`src/rtl/image_frame_tx.sv`:
```
// Image frame transmitter: streams one stored image from the pixel RAM into the
// UART TX FIFO as AA 55 W H <pixels> CHK, honouring tx_full backpressure.
module image_frame_tx #(
  parameter int unsigned IMG_W  = 64,
  parameter int unsigned IMG_H  = 48,
  parameter int unsigned ADDR_W = 12
) (
  input  logic              clk,
  input  logic              reset,
  input  logic              start,
  input  logic              abort,
  output logic [ADDR_W-1:0] mem_addr,
  input  logic [7:0]        mem_data,
  input  logic              tx_full,
  output logic              wr_uart,
  output logic [7:0]        w_data,
  output logic              busy,
  output logic              done
);

  localparam int unsigned       NumPix   = IMG_W * IMG_H;
  localparam logic [ADDR_W-1:0] LastAddr = ADDR_W'(NumPix - 1);
  localparam logic [7:0]        WidByte  = 8'(IMG_W);
  localparam logic [7:0]        HgtByte  = 8'(IMG_H);

  typedef enum logic [3:0] {
    StIdle, StSync0, StSync1, StWid, StHgt, StRdReq, StRdWait, StPix, StChk, StFin
  } state_e;

  state_e            state_q, state_d;
  logic [ADDR_W-1:0] addr_q, addr_d;
  logic [7:0]        pix_q, pix_d;
  logic [7:0]        chk_q, chk_d;
  logic              send;
  logic              accept;

  // A byte leaves only from a send state while the FIFO has room.
  always_comb begin
    send = 1'b0;
    case (state_q)
      StSync0, StSync1, StWid, StHgt, StPix, StChk: send = 1'b1;
      default:                                      send = 1'b0;
    endcase
    accept = send & ~tx_full;
  end

  // State and datapath registers.
  always_ff @(posedge clk or negedge reset) begin
    if (!reset) begin
      state_q <= StIdle;
      addr_q  <= '0;
      pix_q   <= '0;
      chk_q   <= '0;
    end else begin
      state_q <= state_d;
      addr_q  <= addr_d;
      pix_q   <= pix_d;
      chk_q   <= chk_d;
    end
  end

  // Next-state, address and checksum update.
  always_comb begin
    state_d = state_q;
    addr_d  = addr_q;
    pix_d   = pix_q;
    chk_d   = chk_q;
    if (abort && state_q != StIdle) begin
      state_d = StIdle;
    end else begin
      case (state_q)
        StIdle: begin
          if (start && !abort) begin
            state_d = StSync0;
            addr_d  = '0;
            chk_d   = '0;
          end
        end
        StSync0: if (accept) state_d = StSync1;
        StSync1: if (accept) state_d = StWid;
        StWid: begin
          if (accept) begin
            state_d = StHgt;
            chk_d   = chk_q + WidByte;
          end
        end
        StHgt: begin
          if (accept) begin
            state_d = StRdReq;
            chk_d   = chk_q + HgtByte;
          end
        end
        StRdReq: state_d = StRdWait;
        StRdWait: begin
          state_d = StPix;
          pix_d   = mem_data;
          chk_d   = chk_q + mem_data;
        end
        StPix: begin
          if (accept) begin
            if (addr_q == LastAddr) begin
              state_d = StChk;
            end else begin
              state_d = StRdReq;
              addr_d  = addr_q + 1'b1;
            end
          end
        end
        StChk: if (accept) state_d = StFin;
        StFin: state_d = StIdle;
        default: state_d = StIdle;
      endcase
    end
  end

  // Outputs decoded from the current state.
  always_comb begin
    w_data = 8'h00;
    case (state_q)
      StSync0: w_data = 8'hAA;
      StSync1: w_data = 8'h55;
      StWid:   w_data = WidByte;
      StHgt:   w_data = HgtByte;
      StPix:   w_data = pix_q;
      StChk:   w_data = chk_q;
      default: w_data = 8'h00;
    endcase
    wr_uart  = accept;
    busy     = (state_q != StIdle) && (state_q != StFin);
    done     = (state_q == StFin);
    mem_addr = addr_q;
  end

endmodule

```
`config.mk`:
```
export PLATFORM = sky130hd
export DESIGN_NAME = image_frame_tx
export DESIGN_NICKNAME = d
export VERILOG_FILES = /design/src/rtl/image_frame_tx.sv
export SDC_FILE = /design/constraint.sdc
export NUM_CORES = 1
export LEC_CHECK = 0
export ABC_AREA = 0
export BUFFER_PORTS_ARGS = -buffer_cell sky130_fd_sc_hd__buf_2
export CORE_MARGIN = 1.5
export CORE_UTILIZATION = 60
export CTS_CLUSTER_DIAMETER = 50
export DETAILED_ROUTE_END_ITERATION = 8
export HOLD_SLACK_MARGIN = 0.12
export PLACE_DENSITY = 0.84
export SYNTH_ARGS = -nofsm -noshare
export SYNTH_HDL_FRONTEND = slang
export SYNTH_SLANG_ARGS = --single-unit
```
`constraint.sdc`:
```
create_clock -name clk -period 3.2 [get_ports clk]
set_input_delay 0.64 -clock clk [delete_from_list [all_inputs] [get_ports clk]]
set_output_delay 0.64 -clock clk [all_outputs]
set_load 0.02 [all_outputs]
```
==> flow_summary.json, run 1 <==
{
  "synth.mux.area_fraction_pct": 6.397,
  "p_leak_nw": 1.237,
  "fmax_mhz": 373.0,
  "crit_fanout": 20,
  "timing.final.crit_period_ns": 2.681,
  "synth_area_um2": 2230,
  "synthFlopType": "dfrtp_1",
  "die_h_um": 63.96,
  "seqPwrFrac_pct": 37.8,
  "ir_drop_mv": 0.3910,
  "cts_buffers": 5,
  "clk_path_buf_depth": 2,
  "routed_wl_um": 5195,
  "maxCapViolations": 0,
  "rsz0062_at_grt": "false",
  "place_inst": 338,
  "slew_violations": 0,
  "dr.first_iter.drc_count": 197,
  "ys_types": 47,
  "p_switching_mw": 0.4301,
  "num-nets-final": 322,
  "cp-start-kind": "register",
  "synth_xor_area_share_pct": 5.107,
  "powerDensity_nw_per_um2": 480.7,
  "r2r_slack_ns": 0.91,
  "hp-class": "primary input to async pin",
  "start_util_pct": 64.78,
  "wl_per_cell_um": 15.01,
  "synthAdderAreaFrac_pct": 5.948,
  "synth-compound-area-share_pct": 19.70,
  "drtPass1Iterations": 4,
  "syn_avg_cell_area_um2": 8.446,
  "hpwl_um": 3796,
  "max_slew_margin_pct": 53.06,
  "synth_nets": 287,
  "routed_via_density": 6.032,
  "netlist_instances": 264,
  "grt_pass1_vias": 1843,
  "io_pins": 36,
  "grt_overflow": 0,
  "ant_nets": 0,
  "hold_buffers": 0,
  "crit_type": "register to output pin",
  "drive_gt1_share_pct": 19.67,
  "synth.yosys.seq_area_share_pct": 35.91,
  "clock_sinks": 32,
  "synth_enable_flop_cells": 0,
  "finalHoldViolCount": 0,
  "endpoint_kind": "output pin",
  "power_frac_clock_pct": 31.4,
  "root_buffer": "clkbuf_8",
  "post_cts.repair.setup_buffers": 0,
  "status": "finished, final reports clean",
  "core_um2": 3442,
  "post-route-period-util_pct": 83.77,
  "vias": 2087,
  "htreeDepth": 2,
  "fin_worst_skew_ns": 0.004996,
  "grt_max_degree": 33,
  "antenna_cells": 0,
  "multiInputGateArea_um2": 1343,
  "setup_violations": 0,
  "antenna_found_initial": 0,
  "row_count": 21,
  "fin_cells": 346,
  "path_clk_slew_ns": 0.07,
  "cts_tree": "done",
  "track_usage_pct": 28.56,
  "worstSkewPairLatency_ns": 0.29,
  "fillers": 274,
  "die_w_um": 63.96,
  "dieArea_um2": 4091,
  "comb_power_share_pct": 30.7,
  "post_cts_resized": 0,
  "regArea_um2": 800.8,
  "fin_setup_tns_ns": 0,
  "worst_slew_pin_slew_ns": 0.7041,
  "synth_simple_gate_area_share_pct": 23.06,
  "drcViolationCount": 0,
  "place_congestion": 0.8947,
  "synth_top_family_by_area": "simple AND/OR/NAND/NOR gates",
  "synthArstFlopShare_pct": 100.0,
  "synthToLayoutAreaGrowth_pct": 14.59,
  "worstPathRequired_ns": 2.56,
  "critPathArrivalTime_ns": 2.04,
  "switching_share_pct": 35.02,
  "synth-seq-cells": 32,
  "ys_warn_count": 0,
  "grt_pass1_wl_um": 9004,
  "io_buffers": 35,
  "internal-power_mw": 0.7981
}
-- stage by stage --
stage                     utilization, %  instance area [um^2]  hold slack (ns)  worst slack, ns  total power [mW]
after floorplan                        -                  2230           0.3444           0.8623            0.7446
after global placement             70.99                  2444           0.4913           0.6430            0.8373
after detailed placement           70.99                  2444           0.4954           0.6424            0.8449
after CTS                          74.23                  2555           0.4312           0.5685             1.232
after global routing               74.23                  2555           0.4650           0.3824             1.304
final                              74.23                  2555           0.3922           0.5193             1.228
-- cells in the mapped netlist, drive strengths merged (2+ instances only) --
library cell | n | area [um^2]
nand2b | 4 | 25.02
a211oi | 4 | 30.03
a21o | 5 | 37.54
dfrtp | 32 | 800.8
nand2 | 19 | 71.32
nand4b | 3 | 26.28
nand3 | 14 | 70.07
mux2i | 3 | 30.03
and3 | 5 | 31.28
and2 | 3 | 18.77
ha | 9 | 112.6
nand4 | 2 | 12.51
xnor2 | 5 | 43.79
nor2b | 4 | 25.02
or3 | 3 | 18.77
nor2 | 30 | 115.1
o21ai | 20 | 100.1
mux2 | 10 | 112.6
a21oi | 26 | 130.1
xor2 | 8 | 70.07
nor3 | 6 | 30.03
clkbuf | 10 | 37.54
or2 | 2 | 12.52
nor4 | 2 | 12.51
o22ai | 6 | 37.54
inv | 10 | 37.54
o211ai | 2 | 15.01
-- per-layer routing --
metal / share of wire, % / wire (um) / vias to the layer above / GRT usage [%]
met4: 0.77 / 40 / 0 / 7.609
li1: - / - / 1029 / -
met2: 46 / 2373 / 60 / 42.84
met5: 0 / 0 / - / 0
met3: 6.4 / 333 / 5 / 6.514
met1: 47 / 2447 / 993 / 41.56
-- kinds of logic (layout without fill, tap and decap cells) --
logic type | count (synthesis) | after routing
fa+ha+maj | 10 | 10
mux | 13 | 13
compound gates | 73 | 73
buf+inv | 21 | 57
xor+xnor | 13 | 13
flops | 32 | 32
simple gates | 102 | 102
-- worst paths after layout --
| kind | startpoint | to | cells after the start |
|---|---|---|---|
| max in group asynchronous | reset | chk_q[1]$_DFFE_PN0P_ | 1 |
| worst min-delay path | reset | chk_q[4]$_DFFE_PN0P_ | 1 |
| worst min register to register | pix_q[6]$_DFFE_PN0P_ | pix_q[6]$_DFFE_PN0P_ | 1 |
| worst max-delay path | state_q[0]$_DFFE_PN0P_ | w_data[1] | 5 |
| worst max register to register | chk_q[5]$_DFFE_PN0P_ | chk_q[7]$_DFFE_PN0P_ | 7 |
| min in group clk | pix_q[6]$_DFFE_PN0P_ | pix_q[6]$_DFFE_PN0P_ | 1 |
-- critical path, stage by stage, from the launching register on --
cell and delay, ns:
dfrtp_1 0.71, inv_1 0.24, nor2_1 0.31, a21oi_1 0.07
o21ai_0 0.20, buf_2 0.21
-- cell usage in the layout, fill, tap and decap left out, drive strengths merged, types with 3 or more instances in the layout --
cell type and count:
nor2b 4, a21o 5, mux2i 3, xor2 8, a211oi 4, nor2 30
and2 3, nand4b 3, nor3 6, o22ai 6, dfrtp 32, nand2b 4
nand2 19, a21oi 26, o21ai 20, mux2 10, xnor2 5, and3 5
nand3 14, clkbuf 5, or3 3, buf 39, inv 10, ha 9
-- power by group through the flow --
stage	clock network, mW	registers [mW]	logic (mW)
2_1_floorplan	0	0.447	0.298
3_3_place_gp	0	0.470	0.367
3_5_place_dp	0	0.471	0.373
4_1_cts	0.392	0.463	0.376
5_1_grt	0.414	0.469	0.421
6_report	0.386	0.465	0.378
-- state kept, by name, indices dropped and copies added, names as in the netlist --
register,cells
chk_q,8
mem_addr,12
pix_q,8
state_q,4
-- cell type report --
| type | count | share of cell area (%) |
|---|---|---|
| clock buffer | 5 | 2.693 |
| clock inverter | 3 | 1.665 |
| inverter | 10 | 1.469 |
| multi-input combinational | 211 | 52.55 |
| sequential | 32 | 31.34 |
| tap | 46 | 2.253 |
| timing repair buffer | 39 | 8.031 |
Note: power is estimated with default switching activity, not from simulation.
==> inputs of run 2 (changes only) <==
--- a/config.mk
+++ b/config.mk
@@ -5,14 +5,14 @@
 export SDC_FILE = /design/constraint.sdc
 export NUM_CORES = 1
 export LEC_CHECK = 0
-export ABC_AREA = 0
+export ABC_AREA = 1
 export BUFFER_PORTS_ARGS = -buffer_cell sky130_fd_sc_hd__buf_2
 export CORE_MARGIN = 1.5
-export CORE_UTILIZATION = 60
+export CORE_UTILIZATION = 57
 export CTS_CLUSTER_DIAMETER = 50
 export DETAILED_ROUTE_END_ITERATION = 8
 export HOLD_SLACK_MARGIN = 0.12
-export PLACE_DENSITY = 0.84
+export PLACE_DENSITY = 0.8
 export SYNTH_ARGS = -nofsm -noshare
 export SYNTH_HDL_FRONTEND = slang
 export SYNTH_SLANG_ARGS = --single-unit
==> constraint.sdc (replaced) <==
create_clock -name clk -period 2.6 [get_ports clk]
set_input_delay 0.52 -clock clk [delete_from_list [all_inputs] [get_ports clk]]
set_output_delay 0.52 -clock clk [all_outputs]
set_load 0.02 [all_outputs]
==> flow_summary.json, run 2 <==
{
  "status": "finished, final reports clean",
  "row_count": 23,
  "synth_enable_flop_cells": 0,
  "maxCapViolations": 0,
  "wl_per_cell_um": 13.39,
  "rsz0062_at_grt": "false",
  "synth_simple_gate_area_share_pct": 34.92,
  "antenna_found_initial": 0,
  "ant_nets": 0,
  "core_um2": 4029,
  "p_leak_nw": 1.394,
  "post_cts_resized": 0,
  "clock_sinks": 32,
  "routed_via_density": 5.544,
  "layout_common_cells": "nand2_1, inv_1, buf_2",
  "drtPass1Iterations": 4,
  "rr_worst_depth": 7,
  "crit_slowest_cell": "dfrtp_1",
  "start_util_pct": 60.03,
  "dr.first_iter.drc_count": 161,
  "hpwl_um": 4367,
  "ys_top_cells_by_area": "dfrtp_1, nand2_1, inv_1, nand3_1, ha_1",
  "synth_area_um2": 2419,
  "die_w_um": 68.14,
  "ir_drop_mv": 0.6231,
  "worstSkewPairLatency_ns": 0.29,
  "endpoint_kind": "output pin",
  "crit_family": "simple AND/OR/NAND/NOR gates",
  "synth-compound-area-share_pct": 13.24,
  "place_congestion": 0.9038,
  "synthArstFlopShare_pct": 100.0,
  "r2r_slack_ns": 0.52,
  "crit_type": "register to output pin",
  "synth_top_cell_by_area": "dfrtp_1",
  "synthToLayoutAreaGrowth_pct": 14.07,
  "yosysMostFrequentCell": "nand2_1",
  "ys_warn_count": 0,
  "max_slew_margin_pct": 50.79,
  "worstPathRequired_ns": 2.08,
  "timing.final.crit_period_ns": 2.299,
  "crit_start": "state_q[3]$_DFFE_PN0P_",
  "ys_types": 31,
  "track_usage_pct": 28.01,
  "num-nets-final": 404,
  "crit_chain": "inv_2, nand2_2, nor2_4, nor2_1, a31oi_1, buf_2",
  "fin_setup_tns_ns": 0,
  "largest_reg_flops": 12,
  "synth_top_area_share_pct": 33.11,
  "synth-seq-cells": 32,
  "post_cts.repair.setup_buffers": 0,
  "clk_path_buf_depth": 2,
  "finalHoldViolCount": 0,
  "path_clk_slew_ns": 0.07,
  "vias": 2395,
  "cp-start-kind": "register",
  "dieArea_um2": 4643,
  "drive_gt1_share_pct": 22.51,
  "worst_slew_pin_slew_ns": 0.7382,
  "synth_xor_area_share_pct": 1.086,
  "synthAdderAreaFrac_pct": 5.484,
  "grt_pass1_vias": 2235,
  "fin_worst_skew_ns": 0.005828,
  "place_ws_ns": 0.5715,
  "io_buffers": 35,
  "cts_buffers": 5,
  "path_buf_inv": 2,
  "setup_violations": 0,
  "fillers": 349,
  "drcViolationCount": 0,
  "cts_tree": "done",
  "hp-class": "primary input to async pin",
  "netlist_instances": 342,
  "crit_fanout": 17,
  "grt_pass1_wl_um": 9722,
  "syn_avg_cell_area_um2": 7.072,
  "final_common_cell": "nand2_1",
  "hold_buffers": 0,
  "htreeDepth": 2,
  "synthFlopType": "dfrtp_1",
  "slowest_delay_ns": 0.44,
  "path_depth": 6,
  "die_h_um": 68.14,
  "root_buffer": "clkbuf_8",
  "reg2reg_from": "mem_addr[0]$_DFFE_PN0P_",
  "synth.mux.area_fraction_pct": 3.725,
  "synth_nets": 365,
  "synth.yosys.seq_area_share_pct": 33.11,
  "fmax_mhz": 434.9,
  "setup_slack_ns": 0.3006,
  "post-route-period-util_pct": 88.44,
  "io_pins": 36,
  "synth_top_family_by_area": "simple AND/OR/NAND/NOR gates",
  "critPathArrivalTime_ns": 1.78,
  "grt_overflow": 0,
  "routed_wl_um": 5784,
  "slew_violations": 0,
  "antenna_cells": 0,
  "powerDensity_nw_per_um2": 871.0,
  "synth_common_cells": "nand2_1, inv_1, dfrtp_1",
  "grt_max_degree": 33
}
run 2: cell count changes after synthesis, sizes merged, moves of 5 or more:
cell | before | now
a21o | 5 | 0
a21oi | 26 | 11
and3 | 5 | 0
clkbuf | 10 | 0
inv | 10 | 46
nand2 | 19 | 111
nand3 | 14 | 31
o21ai | 20 | 28
o22ai | 6 | 0
xor2 | 8 | 0
run 2: routing by layer:
metal / share of wire, % / global-route usage (%) / vias up
li1: - / - / 1196
met1: 43 / 33.44 / 1108
met2: 49 / 47.82 / 78
met3: 5.5 / 6.086 / 13
met4: 2.4 / 13.00 / 0
met5: 0 / 0 / -
run 2: final timing paths:
kind,end
setup / recovery,wr_uart
hold / removal,mem_addr[4]$_DFFE_PN0P_
setup reg to reg,mem_addr[0]$_DFFE_PN0P_
hold reg to reg,pix_q[0]$_DFFE_PN0P_
max in group asynchronous,pix_q[7]$_DFFE_PN0P_
min in group clk,pix_q[0]$_DFFE_PN0P_
run 2: power breakdown:
| group | switching [mW] | leakage, nW | internal, mW |
|---|---|---|---|
| clock network | 0.196 | 0.0645 | 0.338 |
| registers | 0.105 | 0.435 | 0.610 |
| logic | 0.765 | 0.894 | 0.388 |
run 2: cells by family (layout without fill, tap and decap cells):
group / after synthesis / in the layout
buffers and inverters: 50 / 90
and+or+nand+nor: 190 / 190
muxes: 8 / 8
xor gates and xnor gates: 3 / 3
DFF: 32 / 32
AOI/OAI and AO/OA: 49 / 49
adders and majority gates: 10 / 10
run 2: per-stage QoR:
step | instance area, um^2 | cells | hold slack [ns] | util, % | power (mW)
global placement | 2633 | 424 | 0.4894 | 65.34 | 1.837
global route | 2759 | 432 | 0.3509 | 68.48 | 2.596
detailed placement | 2633 | 424 | 0.4983 | 65.34 | 1.864
CTS | 2759 | 432 | 0.3124 | 68.48 | 2.408
floorplan | 2419 | 342 | 0.2244 | - | 1.615
finish | 2759 | 432 | 0.2830 | 68.48 | 2.403
run 2: layout make-up:
| type | instances | area (um^2) | share of cell area [%] |
|---|---|---|---|
| multi-input combinational | 260 | 1414 | 51.25 |
| sequential | 32 | 800.8 | 29.02 |
| timing repair buffer | 36 | 182.7 | 6.621 |
| inverter | 46 | 172.7 | 6.259 |
| clock buffer | 7 | 96.34 | 3.492 |
| tap | 50 | 62.56 | 2.268 |
| clock inverter | 1 | 30.03 | 1.088 |
run 2: worst reg2reg max path, stage by stage (launching register included):
cell	delay, ns
dfrtp_1	0.49
ha_1	0.26
nand2_1	0.12
nor3_2	0.26
nand3_1	0.19
nand2_2	0.45
nand2_1	0.15
o21ai_2	0.09
